[src/rtl/hilo_md_ctrl.sv]
// hilo_md_ctrl: multi-cycle MULT/MULTU/DIV/DIVU/MTHI/MTLO sequencer that owns
// every write into the HI/LO register pair. It holds EX with stallreq while
// busy and emits a single-cycle {hi_we, lo_we, hi_in, lo_in} write bus.
module hilo_md_ctrl (
  input  logic        clk,
  input  logic        rst,
  input  logic        start,
  input  logic [2:0]  op,
  input  logic [31:0] src_a,
  input  logic [31:0] src_b,
  input  logic        cancel,
  output logic        stallreq,
  output logic        busy,
  output logic [65:0] hilo_bus
);

  localparam logic [2:0] OP_MULT  = 3'b000;
  localparam logic [2:0] OP_MULTU = 3'b001;
  localparam logic [2:0] OP_DIV   = 3'b010;
  localparam logic [2:0] OP_DIVU  = 3'b011;
  localparam logic [2:0] OP_MTHI  = 3'b100;
  localparam logic [2:0] OP_MTLO  = 3'b101;

  typedef enum logic [1:0] {
    S_IDLE,
    S_MUL,
    S_DIV,
    S_DONE
  } state_t;

  state_t state, state_nxt;

  logic [4:0] cnt;
  logic       hi_we_r, lo_we_r;

  // Operand and result registers (data path, not reset).
  logic signed [31:0] mul_a_p0, mul_b_p0;
  logic               mul_sgn_p0;
  logic [31:0]        div_b_p0;
  logic               neg_q, neg_r;
  // hi_r doubles as the partial remainder and lo_r as the shifting
  // dividend/quotient while dividing; both hold the final result in DONE.
  logic [31:0]        hi_r, lo_r;

  // Two's-complement magnitude of a 32-bit value; 0x80000000 maps onto itself,
  // which the unsigned divide path interprets correctly as 2^31.
  function automatic logic [31:0] abs32(input logic [31:0] v);
    abs32 = v[31] ? (~v + 32'd1) : v;
  endfunction

  // Conditional two's-complement negation used for the signed-divide fix-up.
  function automatic logic [31:0] cond_neg(input logic [31:0] v, input logic n);
    cond_neg = n ? (~v + 32'd1) : v;
  endfunction

  logic is_mul, is_div, is_mt, op_valid, div_zero, accept;

  assign is_mul   = (op == OP_MULT) || (op == OP_MULTU);
  assign is_div   = (op == OP_DIV)  || (op == OP_DIVU);
  assign is_mt    = (op == OP_MTHI) || (op == OP_MTLO);
  assign op_valid = is_mul || is_div || is_mt;
  assign div_zero = (src_b == 32'd0);
  assign accept   = (state == S_IDLE) && start && !cancel && op_valid;

  // One restoring-division step: shift in the next dividend bit, trial subtract.
  logic [32:0] rem_sh, rem_diff;
  logic        q_bit;

  assign rem_sh   = {hi_r, lo_r[31]};
  assign rem_diff = rem_sh - {1'b0, div_b_p0};
  assign q_bit    = !rem_diff[32];

  // Full 64-bit product; sign extension is controlled by mul_sgn_p0.
  logic signed [32:0] mul_ax, mul_bx;
  logic signed [63:0] product;

  assign mul_ax  = {mul_sgn_p0 & mul_a_p0[31], mul_a_p0};
  assign mul_bx  = {mul_sgn_p0 & mul_b_p0[31], mul_b_p0};
  assign product = 64'(mul_ax) * 64'(mul_bx);

  // Next-state and stall request; stall drops in DONE so EX advances as the write lands.
  always_comb begin
    state_nxt = state;
    stallreq  = 1'b0;
    case (state)
      S_IDLE: begin
        if (accept) begin
          if (is_mul) begin
            state_nxt = S_MUL;
            stallreq  = 1'b1;
          end else if (is_div && !div_zero) begin
            state_nxt = S_DIV;
            stallreq  = 1'b1;
          end else begin
            state_nxt = S_DONE;
          end
        end
      end
      S_MUL: begin
        stallreq  = !cancel;
        state_nxt = cancel ? S_IDLE : S_DONE;
      end
      S_DIV: begin
        stallreq = !cancel;
        if (cancel)
          state_nxt = S_IDLE;
        else if (cnt == 5'd31)
          state_nxt = S_DONE;
      end
      S_DONE: begin
        state_nxt = S_IDLE;
      end
      default: begin
        state_nxt = S_IDLE;
      end
    endcase
  end

  // Control state: FSM, iteration counter and write enables for the pending op.
  always_ff @(posedge clk) begin
    if (rst) begin
      state   <= S_IDLE;
      cnt     <= 5'd0;
      hi_we_r <= 1'b0;
      lo_we_r <= 1'b0;
    end else begin
      state <= state_nxt;
      if (accept) begin
        cnt     <= 5'd0;
        hi_we_r <= (op != OP_MTLO);
        lo_we_r <= (op != OP_MTHI);
      end else if (state == S_DIV) begin
        cnt <= cnt + 5'd1;
      end
    end
  end

  // Data path: latch operands on accept, then multiply or iterate the divider.
  always_ff @(posedge clk) begin
    if (accept) begin
      neg_q <= 1'b0;
      neg_r <= 1'b0;
      if (is_mul) begin
        mul_a_p0   <= signed'(src_a);
        mul_b_p0   <= signed'(src_b);
        mul_sgn_p0 <= (op == OP_MULT);
      end else if (is_div && !div_zero) begin
        hi_r     <= 32'd0;
        lo_r     <= (op == OP_DIV) ? abs32(src_a) : src_a;
        div_b_p0 <= (op == OP_DIV) ? abs32(src_b) : src_b;
        neg_q    <= (op == OP_DIV) && (src_a[31] ^ src_b[31]);
        neg_r    <= (op == OP_DIV) && src_a[31];
      end else if (is_div) begin
        hi_r <= src_a;
        lo_r <= 32'hFFFF_FFFF;
      end else if (op == OP_MTHI) begin
        hi_r <= src_a;
        lo_r <= 32'd0;
      end else begin
        hi_r <= 32'd0;
        lo_r <= src_a;
      end
    end else if (state == S_MUL) begin
      hi_r <= product[63:32];
      lo_r <= product[31:0];
    end else if (state == S_DIV) begin
      hi_r <= q_bit ? rem_diff[31:0] : rem_sh[31:0];
      lo_r <= {lo_r[30:0], q_bit};
    end
  end

  // Write bus: live only in DONE and suppressed by a same-cycle flush.
  logic fire;

  assign fire     = (state == S_DONE) && !cancel;
  assign hilo_bus = fire ? {hi_we_r, lo_we_r, cond_neg(hi_r, neg_r), cond_neg(lo_r, neg_q)}
                         : 66'd0;
  assign busy     = (state != S_IDLE);

endmodule

[config.mk]
export PLATFORM = sky130hd
export DESIGN_NAME = hilo_md_ctrl
export DESIGN_NICKNAME = d
export VERILOG_FILES = /design/src/rtl/hilo_md_ctrl.sv
export SDC_FILE = /design/constraint.sdc
export NUM_CORES = 2
export LEC_CHECK = 0
export ABC_AREA = 1
export BUFFER_PORTS_ARGS = -buffer_cell sky130_fd_sc_hd__buf_2
export CORE_MARGIN = 1.5
export CORE_UTILIZATION = 60
export CTS_CLUSTER_DIAMETER = 30
export DETAILED_ROUTE_END_ITERATION = 8
export GPL_ROUTABILITY_DRIVEN = 0
export GPL_TIMING_DRIVEN = 0
export HOLD_SLACK_MARGIN = 0.03
export PLACE_DENSITY = 0.9
export SYNTH_ARGS = -nofsm -noshare
export SYNTH_HDL_FRONTEND = slang
export SYNTH_SLANG_ARGS = --single-unit
[constraint.sdc]
create_clock -name clk -period 7.8 [get_ports clk]
set_clock_uncertainty 0.1 [all_clocks]
set_input_delay 0 -clock clk [delete_from_list [all_inputs] [get_ports clk]]
set_output_delay 0 -clock clk [all_outputs]
set_load 0.005 [all_outputs]
==> key figures, run 1 <==
Status
  – Status: stopped before the end
  – Stage where the run ended: 5_1_grt
  – Stop err: [ERROR GRT-0116] Global routing finished with congestion. Check the congestion regions in the DRC Viewer.

Global routing
  – Number of global-route vias before repair: 59443
  – First-pass GRT wire length: 359.8 mm
  – Grt total ovfl: 3
  – Largest net degree at the start of global routing: 36
  – Total GRT Usage: 0.5490

Clock tree
  – CTS Buffer Depth: 2
  – H-tree Lvls: 4
  – Clock tree sinks: 172
  – Number of CTS-inserted buffers: 17
  – Root buf cell: clkbuf_16

Floorplan
  – Die Y: 299.9 um
  – Ports: 139
  – # rows: 108
  – Initial Util: 0.6078
  – Die width: 299.9 um

Logic synthesis
  – Yosys reg bits: 172
  – Yosys warning total: 0
  – Syn_nets: 8276
  – Cells after Synth: 6824
  – Avg Cell Area, Syn: 7.751 sq um
  – EDFF count, synth: 163
  – Post-synthesis cell type count: 58
  – Predominant post-synthesis flop cell: edfxtp_1
  – Post-synthesis instance area: 52890 sq um
  – Register area share after synthesis: 0.09595
  – Ys async rst share: 0

Placement
  – Placed cell count: 8121
  – Detail Placement HPWL: 160.3 mm
  – Port buffer count: 138
synth_stat cells (58+ instances only):
master,count,area (sq um)
edfxtp_1,163,4895
nand4_1,75,469.2
inv_1,1865,7000
nor2_1,345,1295
clkbuf_1,293,1100
o21ai_0,182,910.9
xor2_1,58,508.0
nand2_1,1677,6295
fa_1,1126,22540
nand3_1,225,1126
ha_1,255,3191
a21oi_1,226,1131
metrics by stage:
stage,area (sq um),setup TNS [ps],setup slack (ps)
after detailed placement,55150,-62560,-2306
after global placement,55030,-134330,-2068
after floorplan,52890,0,29.04
after CTS,58610,-209.1,-81.82
per-layer routing:
metal	GRT usage	GRT overflow
met3	0.4440	0
met5	0.2196	0
met4	0.4823	0
met1	0.5521	0
met2	0.6900	3
cell families after synthesis:
kind of cell             share of synthesized area
AO/OA/AOI/OAI                              0.05469
XOR/XNOR                                   0.01507
adder cells (fa/ha/maj)                     0.4865
buffers and inverters                       0.1572
flip-flops                                 0.09595
AND/OR/NAND/NOR                             0.1906
timing repair:
| item | 4_1_cts |
|---|---|
| buffers inserted | 131 |
| resized for setup | 397 |
| pin swaps | 50 |
| hold buffers | 72 |
| endpoints found under the setup margin | 46 |
| endpoints found under the hold margin | 151 |
==> run 2: changes to the inputs <==
--- a/config.mk
+++ b/config.mk
@@ -8,13 +8,11 @@
 export ABC_AREA = 1
 export BUFFER_PORTS_ARGS = -buffer_cell sky130_fd_sc_hd__buf_2
 export CORE_MARGIN = 1.5
-export CORE_UTILIZATION = 60
-export CTS_CLUSTER_DIAMETER = 30
+export CORE_UTILIZATION = 40
 export DETAILED_ROUTE_END_ITERATION = 8
 export GPL_ROUTABILITY_DRIVEN = 0
 export GPL_TIMING_DRIVEN = 0
-export HOLD_SLACK_MARGIN = 0.03
-export PLACE_DENSITY = 0.9
+export PLACE_DENSITY_LB_ADDON = 0.15
 export SYNTH_ARGS = -nofsm -noshare
 export SYNTH_HDL_FRONTEND = slang
 export SYNTH_SLANG_ARGS = --single-unit
==> constraint.sdc (replaced) <==
create_clock -name clk -period 10.1 [get_ports clk]
set_clock_uncertainty 0.1 [all_clocks]
set_input_delay 0 -clock clk [delete_from_list [all_inputs] [get_ports clk]]
set_output_delay 0 -clock clk [all_outputs]
set_load 0.005 [all_outputs]
==> key figures, run 2 <==
Status
  – Status: complete, but fails checks (was stopped before the end)
  – Failing checks: capacitance limit, slew limit

Global routing
  – Total GRT Usage: 0.3345
  – Number of global-route vias before repair: 48545
  – Largest net degree at the start of global routing: 33
  – Initial antenna violation count: 10
  – Grt total ovfl: 0
  – First-pass GRT wire length: 324.5 mm

Clock tree
  – H-tree Lvls: 4 (unchanged)
  – Clock tree sinks: 172 (unchanged)
  – CTS Buffer Depth: 2 (unchanged)
  – Root buf cell: clkbuf_16 (unchanged)
  – Clk_lat worst skew: 500 ps
  – Clock slew at reported path FFs: 80 ps
  – CTS tree: built
  – Number of CTS-inserted buffers: 17 (unchanged)

Floorplan
  – # rows: 133 (was 108)
  – Die area: 134400 sq um
  – Ports: 139 (unchanged)
  – Die width: 366.6 um (was 299.9 um)
  – Initial Util: 0.4028 (was 0.6078)
  – Core Box Area: 131300 sq um
  – Die Y: 366.6 um (was 299.9 um)

Worst setup path
  – Crit path top cell by count: fa_1
  – Max FO, Critical Path: 10
  – R2R cell count: 28
  – Worst R2R End: hi_r[7]$_DFFE_PP_
  – CP max-delay cell: clkbuf_1
  – FF-to-FF Start: mul_b_p0[10]$_DFFE_PP_
  – Setup CP Type: flop to flop
  – CP startpoint kind: flop
  – Reg2reg setup slack: 80 ps
  – Crit path capture type: flop
  – Arr. time, crit path: 10280 ps
  – Delay of the slowest critical-path stage: 1120 ps
  – Critical path required time: 10360 ps
  – Crit path launch: mul_b_p0[10]$_DFFE_PP_

Logic synthesis
  – Count leader, synth: inv_1 (unchanged)
  – Yosys warning total: 0 (unchanged)
  – Cell taking the most area after synthesis: fa_1 (unchanged)
  – Syn_nets: 8276 (unchanged)
  – Register area share after synthesis: 0.09595 (unchanged)
  – Cells after Synth: 6824 (unchanged)
  – Avg Cell Area, Syn: 7.751 sq um (unchanged)
  – Yosys reg bits: 172 (unchanged)
  – EDFF count, synth: 163 (unchanged)
  – Top post-synthesis cells by area: fa_1 43%, inv_1 13%, nand2_1 12% (unchanged)
  – Ys async rst share: 0 (unchanged)
  – Yosys top cell area share: 0.4262 (unchanged)
  – Most frequent cells after synthesis: 1865 x inv_1, 1677 x nand2_1, 1126 x fa_1 (unchanged)
  – Predominant post-synthesis flop cell: edfxtp_1 (unchanged)
  – Post-synthesis cell type count: 58 (unchanged)
  – Post-synthesis instance area: 52890 sq um (unchanged)

Timing
  – Max_slew headroom: -0.06403
  – Final worst-path cycle share: 0.9922
  – Hold slack: 85.41 ps
  – RSZ-0062 raised after global routing: false
  – Slew Viols, Final: 19
  – Final Hold Vio Count: 0
  – Achievable frequency: 99.79 MHz
  – Least-Margin Pin Slew: 1596 ps
  – Fin crit period: 10020 ps
  – Fin worst setup slack: 78.65 ps
  – Final Setup Violations: 0

Layout
  – Commonest non-fill, non-tap cell in the layout: inv_1
  – Share of cells above drive strength 1: 0.03831
  – Fill count: 13612
  – Commonest cells after routing, fill and taps aside: 1864 x inv_1, 1676 x nand2_1, 1123 x fa_1, 343 x nor2_1, 284 x clkbuf_1
  – Area Overhead vs Synth: 8.339%
  – Final non-filler cell total: 8838
  – Nets: 8512
  – Design area: 57300 sq um
  – Register area: 5075 sq um
  – Area of the multi-input gates: 39550 sq um

Placement
  – Post-DP Area: 55920 sq um (was 55150 sq um)
  – Port buffer count: 138 (unchanged)
  – Setup Slack @ Placement: -815.4 ps (was -2306 ps)
  – Detail Placement HPWL: 186.1 mm (was 160.3 mm)
  – Placed cell count: 8722 (was 8121)

Min path
  – Hold WC Path Type: input port to flop
  – Min-delay src: start
  – Worst Hold End: lo_we_r$_SDFFE_PP0P_
  – Hold path depth: 5

Drt
  – Wl on met1: 83.00 mm
  – Drt wl/cell: 25.14 um
  – DRT Pass-1 Iters: 7
  – Vias per cell: 5.334
  – DRT Wirelength: 222.2 mm
  – Drc violations: 0
  – ANT nets after route: 0
  – DR top layer: met5
  – Met2 Wirelength: 98.13 mm
  – 1st-iter DRT viols: 4647
  – Via count: 47141
  – Routed met3 length: 24.56 mm

Flow run
  – Max_cap viols: 2
run 2: cell counts after synthesis:
Identical to the previous run, type by type.
run 2: worst max path at each step:
stage	endpoint	slack [ps]	depth (start not counted)
after floorplan	hi_r[0]$_DFFE_PP_	2150	6
after global placement	hi_r[26]$_DFFE_PP_	-5840	6
after detailed placement	hi_r[27]$_DFFE_PP_	-820	34
after CTS	hi_r[27]$_DFFE_PP_	90	34
after global routing	hi_r[7]$_DFFE_PP_	20	28
final	hi_r[7]$_DFFE_PP_	80	28
run 2: cell type report:
type,instances,area share
repair buffers,220,0.02729
multi-input cells,4454,0.6902
inverters,1875,0.1229
flip-flops and latches,172,0.08857
well taps,1755,0.03832
diodes,10,0.0004367
clock buffers,17,0.007424
plain buffers,320,0.02221
clock inverters,15,0.002664
run 2: repair_timing:
action	4_1_cts	5_1_grt
pin swaps	0	1
gates resized for setup	5	7
hold buffers	72	0
buffers inserted	0	4
hold endpoints to repair	153	0
setup endpoints to repair	15	17
run 2: routing by layer:
layer,vias to the layer above,track usage
met5,-,0
met4,10,0.2087
met3,635,0.09630
met2,2595,0.5172
met1,23503,0.4114
li1,20398,-
run 2: cells by family after synthesis:
group                    after synthesis  share of synthesized area
adder cells (fa/ha/maj)             1381                     0.4865
flip-flops                           172                    0.09595
XOR/XNOR                              91                    0.01507
AND/OR/NAND/NOR                     2459                     0.1906
AO/OA/AOI/OAI                        523                    0.05469
buffers and inverters               2198                     0.1572
run 2: per-stage QoR:
stage	TNS, ps	util
after floorplan	0	-
after global placement	-381420	0.4248
after detailed placement	-9951	0.4259
after CTS	0	0.4359
after global routing	0	0.4362
final	0	0.4364
run 2: critical path: cells and delay by family (launching register included):
family / cells / cell delay, ps
DFF: 1 / 320
adders and majority gates: 9 / 4460
and+or+nand+nor: 6 / 1080
AOI/OAI and AO/OA: 4 / 1390
buffers and inverters: 9 / 2490
Power of run 2 is left out: the tool's default activity adds up to more than one toggle a clock period on the data nets, which glitch-free logic cannot reach.
